<file path="src/rtl/clk_meter_pkg.sv">
// Shared types and helpers for the divided-clock period meter.
package clk_meter_pkg;

  typedef enum logic [1:0] {
    IDLE   = 2'd0,
    ACQ    = 2'd1,
    LOCKED = 2'd2,
    FAULT  = 2'd3
  } meter_state_e;

  localparam int unsigned CNT_W_DEF = 8;

  // Increment that sticks at max instead of wrapping.
  function automatic logic [31:0] sat_inc(input logic [31:0] v, input logic [31:0] max);
    return (v >= max) ? max : v + 32'd1;
  endfunction

endpackage

</file>
<file path="src/rtl/sync_edge_det.sv">
// Two-flop synchronizer plus history flop; flags the rising edge of a
// slow, possibly glitchy clock-like input in the clk_in domain.
module sync_edge_det (
  input  logic clk_in,
  input  logic rst,
  input  logic d,
  output logic lvl,
  output logic rise
);

  logic s1, s2, s3;

  // Sync chain; s3 remembers the previous synchronized level.
  always_ff @(posedge clk_in) begin
    if (rst) begin
      s1 <= 1'b0;
      s2 <= 1'b0;
      s3 <= 1'b0;
    end else begin
      s1 <= d;
      s2 <= s1;
      s3 <= s2;
    end
  end

  assign lvl  = s2;
  assign rise = s2 & ~s3;

endmodule

</file>
<file path="src/rtl/clk_period_meter.sv">
// Measures period and high time of a divided clock in clk_in cycles,
// declares lock after LOCK_N consecutive matches and flags faults.
module clk_period_meter
  import clk_meter_pkg::*;
#(
  parameter int unsigned DIV_EXP = 5,
  parameter int unsigned CNT_W   = CNT_W_DEF,
  parameter int unsigned LOCK_N  = 4,
  parameter int unsigned TIMEOUT = 255
) (
  input  logic             clk_in,
  input  logic             rst,
  input  logic             en,
  input  logic             clk_div,
  output logic [CNT_W-1:0] period,
  output logic [CNT_W-1:0] high_cnt,
  output logic             meas_valid,
  output logic             locked,
  output logic             fault
);

  localparam int unsigned MC_W    = $clog2(LOCK_N + 1);
  localparam logic [31:0] CNT_MAX = (32'd1 << CNT_W) - 32'd1;

  logic lvl, rise;

  sync_edge_det u_sync (
    .clk_in (clk_in),
    .rst    (rst),
    .d      (clk_div),
    .lvl    (lvl),
    .rise   (rise)
  );

  meter_state_e     state_q, state_d;
  logic [CNT_W-1:0] cyc_q, cyc_d, hi_q, hi_d;
  logic [CNT_W-1:0] period_q, period_d, high_q, high_d;
  logic [MC_W-1:0]  match_q, match_d, match_inc;
  logic             armed_q, armed_d;
  logic             mv_q, mv_d, locked_q, locked_d, fault_q, fault_d;
  logic [CNT_W-1:0] cyc_inc, hi_inc;
  logic             take_meas, is_match, is_timeout;

  assign cyc_inc    = CNT_W'(sat_inc(32'(cyc_q), CNT_MAX));
  assign hi_inc     = CNT_W'(sat_inc(32'(hi_q), CNT_MAX));
  assign match_inc  = match_q + 1'b1;
  assign is_match   = (cyc_q == CNT_W'(DIV_EXP));
  assign is_timeout = (cyc_q == CNT_W'(TIMEOUT));
  assign take_meas  = rise && ((state_q == ACQ && armed_q) || state_q == LOCKED);

  // Next-state, counter and output logic; en=0 overrides everything.
  always_comb begin
    state_d  = state_q;
    cyc_d    = rise ? CNT_W'(1) : cyc_inc;
    hi_d     = rise ? CNT_W'(1) : (lvl ? hi_inc : hi_q);
    match_d  = match_q;
    armed_d  = armed_q;
    mv_d     = 1'b0;
    period_d = period_q;
    high_d   = high_q;
    locked_d = locked_q;
    fault_d  = fault_q;

    if (take_meas) begin
      mv_d     = 1'b1;
      period_d = cyc_q;
      high_d   = hi_q;
    end

    case (state_q)
      IDLE: begin
        cyc_d    = '0;
        hi_d     = '0;
        match_d  = '0;
        armed_d  = 1'b0;
        locked_d = 1'b0;
        fault_d  = 1'b0;
        state_d  = ACQ;
      end
      ACQ: begin
        if (rise) begin
          if (!armed_q) begin
            armed_d = 1'b1;
          end else if (is_match) begin
            if (match_inc == MC_W'(LOCK_N)) begin
              state_d  = LOCKED;
              locked_d = 1'b1;
              match_d  = '0;
            end else begin
              match_d = match_inc;
            end
          end else begin
            match_d = '0;
          end
        end else if (armed_q && is_timeout) begin
          state_d  = FAULT;
          fault_d  = 1'b1;
          locked_d = 1'b0;
        end
      end
      LOCKED: begin
        if (rise) begin
          if (!is_match) begin
            state_d  = FAULT;
            fault_d  = 1'b1;
            locked_d = 1'b0;
          end
        end else if (is_timeout) begin
          state_d  = FAULT;
          fault_d  = 1'b1;
          locked_d = 1'b0;
        end
      end
      FAULT: begin
        // This rise re-arms directly: the next rise yields a measurement.
        if (rise) begin
          state_d = ACQ;
          armed_d = 1'b1;
          match_d = '0;
        end
      end
      default: state_d = IDLE;
    endcase

    if (!en) begin
      state_d  = IDLE;
      cyc_d    = '0;
      hi_d     = '0;
      match_d  = '0;
      armed_d  = 1'b0;
      mv_d     = 1'b0;
      locked_d = 1'b0;
      fault_d  = 1'b0;
      period_d = period_q;
      high_d   = high_q;
    end
  end

  // State, counters and registered outputs.
  always_ff @(posedge clk_in) begin
    if (rst) begin
      state_q  <= IDLE;
      cyc_q    <= '0;
      hi_q     <= '0;
      match_q  <= '0;
      armed_q  <= 1'b0;
      mv_q     <= 1'b0;
      period_q <= '0;
      high_q   <= '0;
      locked_q <= 1'b0;
      fault_q  <= 1'b0;
    end else begin
      state_q  <= state_d;
      cyc_q    <= cyc_d;
      hi_q     <= hi_d;
      match_q  <= match_d;
      armed_q  <= armed_d;
      mv_q     <= mv_d;
      period_q <= period_d;
      high_q   <= high_d;
      locked_q <= locked_d;
      fault_q  <= fault_d;
    end
  end

  assign period     = period_q;
  assign high_cnt   = high_q;
  assign meas_valid = mv_q;
  assign locked     = locked_q;
  assign fault      = fault_q;

endmodule

</file>
<file path="config.mk">
export PLATFORM = sky130hd
export DESIGN_NAME = clk_period_meter
export DESIGN_NICKNAME = d
export VERILOG_FILES = /design/src/rtl/clk_meter_pkg.sv /design/src/rtl/sync_edge_det.sv /design/src/rtl/clk_period_meter.sv
export SDC_FILE = /design/constraint.sdc
export NUM_CORES = 1
export LEC_CHECK = 0
export CORE_MARGIN = 2
export CORE_UTILIZATION = 55
export DETAILED_ROUTE_END_ITERATION = 10
export PLACE_DENSITY = 0.83
export SLEW_MARGIN = 10
export SYNTH_ARGS = -nofsm -noshare
export SYNTH_HDL_FRONTEND = slang
export SYNTH_SLANG_ARGS = --single-unit
</file>
<file path="constraint.sdc">
create_clock -name clk_in -period 2.4 [get_ports clk_in]
set_input_delay 0.24 -clock clk_in [delete_from_list [all_inputs] [get_ports clk_in]]
set_output_delay 0.24 -clock clk_in [all_outputs]
set_load 0.02 [all_outputs]
</file>
==> metrics.md, run 1 <==
| Metric | Value |
|---|---|
| Post-Synth Simple-Gate Area | 24.4% |
| First-pass GRT wire length | 6150 um |
| Crit end category | flip-flop |
| Mean Syn Cell Area | 9.19 sq um |
| Cts hold-fix bufs | 0 |
| GP Congestion | 0.786 |
| Largest net degree at the start of global routing | 22 |
| Reg area | 881 sq um |
| DR DRC count | 0 |
| Status | completed |
| Final Setup Violations | 0 |
| Yosys reg bits | 44 |
| Clk Latency, worst-skew pair | 370 ps |
| Final Max Tran Viols | 0 |
| Async SR Flop Fraction | 0% |
| P_int | 1.02 mW |
| I/O pin count | 23 |
| Ant. Diodes | 0 |
| Detailed Route Iter0 Violations | 70 |
| PD cells | 567 mW/mm^2 |
| Skew final | 16.5 ps |
| Aggregate global-route resource usage | 19.2% |
| # clock sinks | 44 |
| Synth Area in Compound Gates | 9.68% |
| Hold path start | clk_div |
| Switching pwr | 304 uW |
| Clk buf depth | 2 |
| Layout cells sized above 1 | 7.47% |
| EDFF count, synth | 0 |
| Total nets after synthesis | 229 |
| Cell Rows | 21 |
| Cells after Synth | 215 |
| Fin crit share | 85.7% |
| Wirelength per Cell | 12.6 um |
| Top_reg_cell synth | dfxtp_1 |
| Core ar. | 0.00339 sq mm |
| Post-Synth XOR/XNOR Area | 2.66% |
| Fin Setup TNS | 0 ps |
| Reg power frac | 56.1% |
| Antenna violations before repair | 0 |
| Mux cell area share after synthesis | 9.62% |
| Routed WL | 3610 um |
| Die height | 64.0 um |
| Postcts setup bufs | 0 |
| Antenna viol nets, final | 0 |
| # port buffers | 22 |
| Initial cell density of the core | 58.3% |
| Max cap viols | 0 |
| Least-Margin Pin Slew | 488 ps |
| Tmin final | 2060 ps |
| H-Tree Depth | 2 |
| Sw Share | 22.9% |
| GRT overflow | 0 |
| Critical path type | reg -> reg |
| Register area share after synthesis | 44.6% |
| Worst path arrival time | 2340 ps |
| Filler Cell Count | 269 |
| R2r startpoint | cyc_q[0] |
| DP Wirelength | 2510 um |
| Fmax | 486 MHz |
| Min-delay worst type | in -> reg |
| DR vias/cell | 5.41 |
| CTS clk-pin slew, worst paths | 120 ps |
| Combinational power share | 6.6% |
| R2r setup slk | 340 ps |
| # resized after CTS | 0 |
| Final Hold Violating Endpoints | 0 |
| Syn-to-layout area delta | 18.3% |
| Data required time at the worst endpoint | 2680 ps |
| Yosys cell types | 39 |
| Unrepaired setup endpoints after global routing | false |
| CP Max Fanout | 6 |
| TritonCTS Buffers | 5 |
| Core Util, Final | 69.0% |
| Final total power | 1.33 mW |
| First-pass DRT Iterations | 4 |
| Max VDD drop | 0.345 mV |
| Syn. warnings | 0 |
| Vias | 1554 |
| Synthesized-area fraction occupied by adder cells | 6.33% |
| Main combinational cell family by area after synthesis | simple AND/OR/NAND/NOR gates |
| Pleak | 0.848 nW |
| Worst setup path startpoint | cyc_q[0] |
| Startpoint types | flip-flop |
| Post-Syn Area | 0.00198 sq mm |
| Number of global-route vias before repair | 1430 |
| Width of the die | 64.0 um |
| Die area | 0.00409 sq mm |
| Post-layout net count | 254 |
| Clk pwr share | 37.3% |
| Area of the multi-input gates | 0.00104 sq mm |
| Slew margin rel. | 67.4% |
| CTS root buffer | clkbuf_4 |
| CTS tree | built |
layer usage:
layer | up-vias | track usage, % | part of all wire [%]
li1 | 806 | - | -
met1 | 704 | 22.3 | 47
met2 | 38 | 32.0 | 47
met3 | 6 | 5.99 | 4.4
met4 | 0 | 8.70 | 1.8
met5 | - | 0 | 0
area by class of cell:
type / instances / share of cell area, %
multi-input cells: 158 / 44.5
flip-flops and latches: 44 / 37.7
well taps: 46 / 2.46
inverters: 5 / 0.803
repair buffers: 26 / 10.7
clock buffers: 6 / 2.19
clock inverters: 2 / 1.66
per-stage QoR:
step	std cells	hold WS [ps]	worst slack (ps)	cell area [sq um]
2_1_floorplan	215	368	512	1980
3_3_place_gp	279	415	437	2250
3_5_place_dp	279	427	365	2250
4_1_cts	287	404	339	2340
5_1_grt	287	427	227	2340
6_report	287	425	344	2340
power groups by stage:
| stage | Clock [mW] | Combinational, mW | Sequential [mW] |
|---|---|---|---|
| 6_report | 0.495 | 0.0877 | 0.744 |
| 5_1_grt | 0.536 | 0.0969 | 0.745 |
| 4_1_cts | 0.509 | 0.0874 | 0.744 |
| 3_5_place_dp | 0 | 0.0870 | 0.760 |
| 3_3_place_gp | 0 | 0.0847 | 0.759 |
| 2_1_floorplan | 0 | 0.0616 | 0.759 |
worst max-delay path, cell delays in order, from the launching register on:
cell,delay [ps]
dfxtp_1,410
ha_1,220
and3_2,250
nand2_4,90
a311o_1,410
or4_1,520
o31ai_1,80
placed cells by master, fill, tap and decap left out, types with 2 or more instances in the layout:
cell type / synthesis / layout
a21oi_1: 16 / 16
a311oi_1: 3 / 3
a31oi_1: 3 / 3
and3_1: 5 / 5
and3_2: 2 / 2
and4_1: 2 / 2
buf_4: 1 / 4
clkbuf_4: 0 / 5
clkdlybuf4s50_1: 0 / 22
dfxtp_1: 44 / 44
ha_1: 10 / 10
inv_1: 5 / 5
mux2i_1: 19 / 19
nand2_1: 11 / 11
nand2b_1: 4 / 4
nand3_1: 8 / 8
nand4_1: 2 / 2
nor2_1: 33 / 33
nor2b_1: 7 / 7
nor3_1: 6 / 6
nor3b_1: 2 / 2
o21ai_0: 3 / 3
o31a_1: 2 / 2
xnor2_1: 3 / 3
xor2_1: 3 / 3
cell families after synthesis:
family | count (synthesis)
and+or+nand+nor | 92
DFF | 44
AOI/OAI and AO/OA | 31
muxes | 19
buffers and inverters | 13
adders and majority gates | 10
xor gates and xnor gates | 6
state kept, by name, summed over array words and instances, names as in the netlist:
signal	flops
fault	1
meas_valid	1
period	8
u_sync.s3	1
u_sync.s1	1
u_sync.lvl	1
match_q	3
state_q	2
hi_q	8
high_cnt	8
locked	1
armed_q	1
cyc_q	8
synth_stat cells, types with 3 or more instances:
cell type / count / area, sq um
nand3_1: 8 / 40.0
a311oi_1: 3 / 26.3
inv_1: 5 / 18.8
dfxtp_1: 44 / 881
nand2_1: 11 / 41.3
a21oi_1: 16 / 80.1
xnor2_1: 3 / 26.3
xor2_1: 3 / 26.3
o21ai_0: 3 / 15.0
mux2i_1: 19 / 190
nor2_1: 33 / 124
nand2b_1: 4 / 25.0
ha_1: 10 / 125
nor3_1: 6 / 30.0
a31oi_1: 3 / 18.8
and3_1: 5 / 31.3
nor2b_1: 7 / 43.8
clkbuf_1: 5 / 18.8
final timing paths:
path,to,depth (start not counted)
max,state_q[0],6
min,u_sync.s1,2
max reg2reg,state_q[0],6
min reg2reg,u_sync.lvl,1
No activity file was read; power rests on OpenSTA's default activity.
==> inputs of run 2 (changes only) <==
CTS_CLUSTER_SIZE = 30   (was not set)
==> results of run 2 <==
The final DEF is identical to that of run 1; final timing and power are the same.
==> inputs of run 3 (changes only) <==
CAP_MARGIN = 15   (was not set)
==> results of run 3 <==
The final DEF is identical to that of run 1; final timing and power are the same.
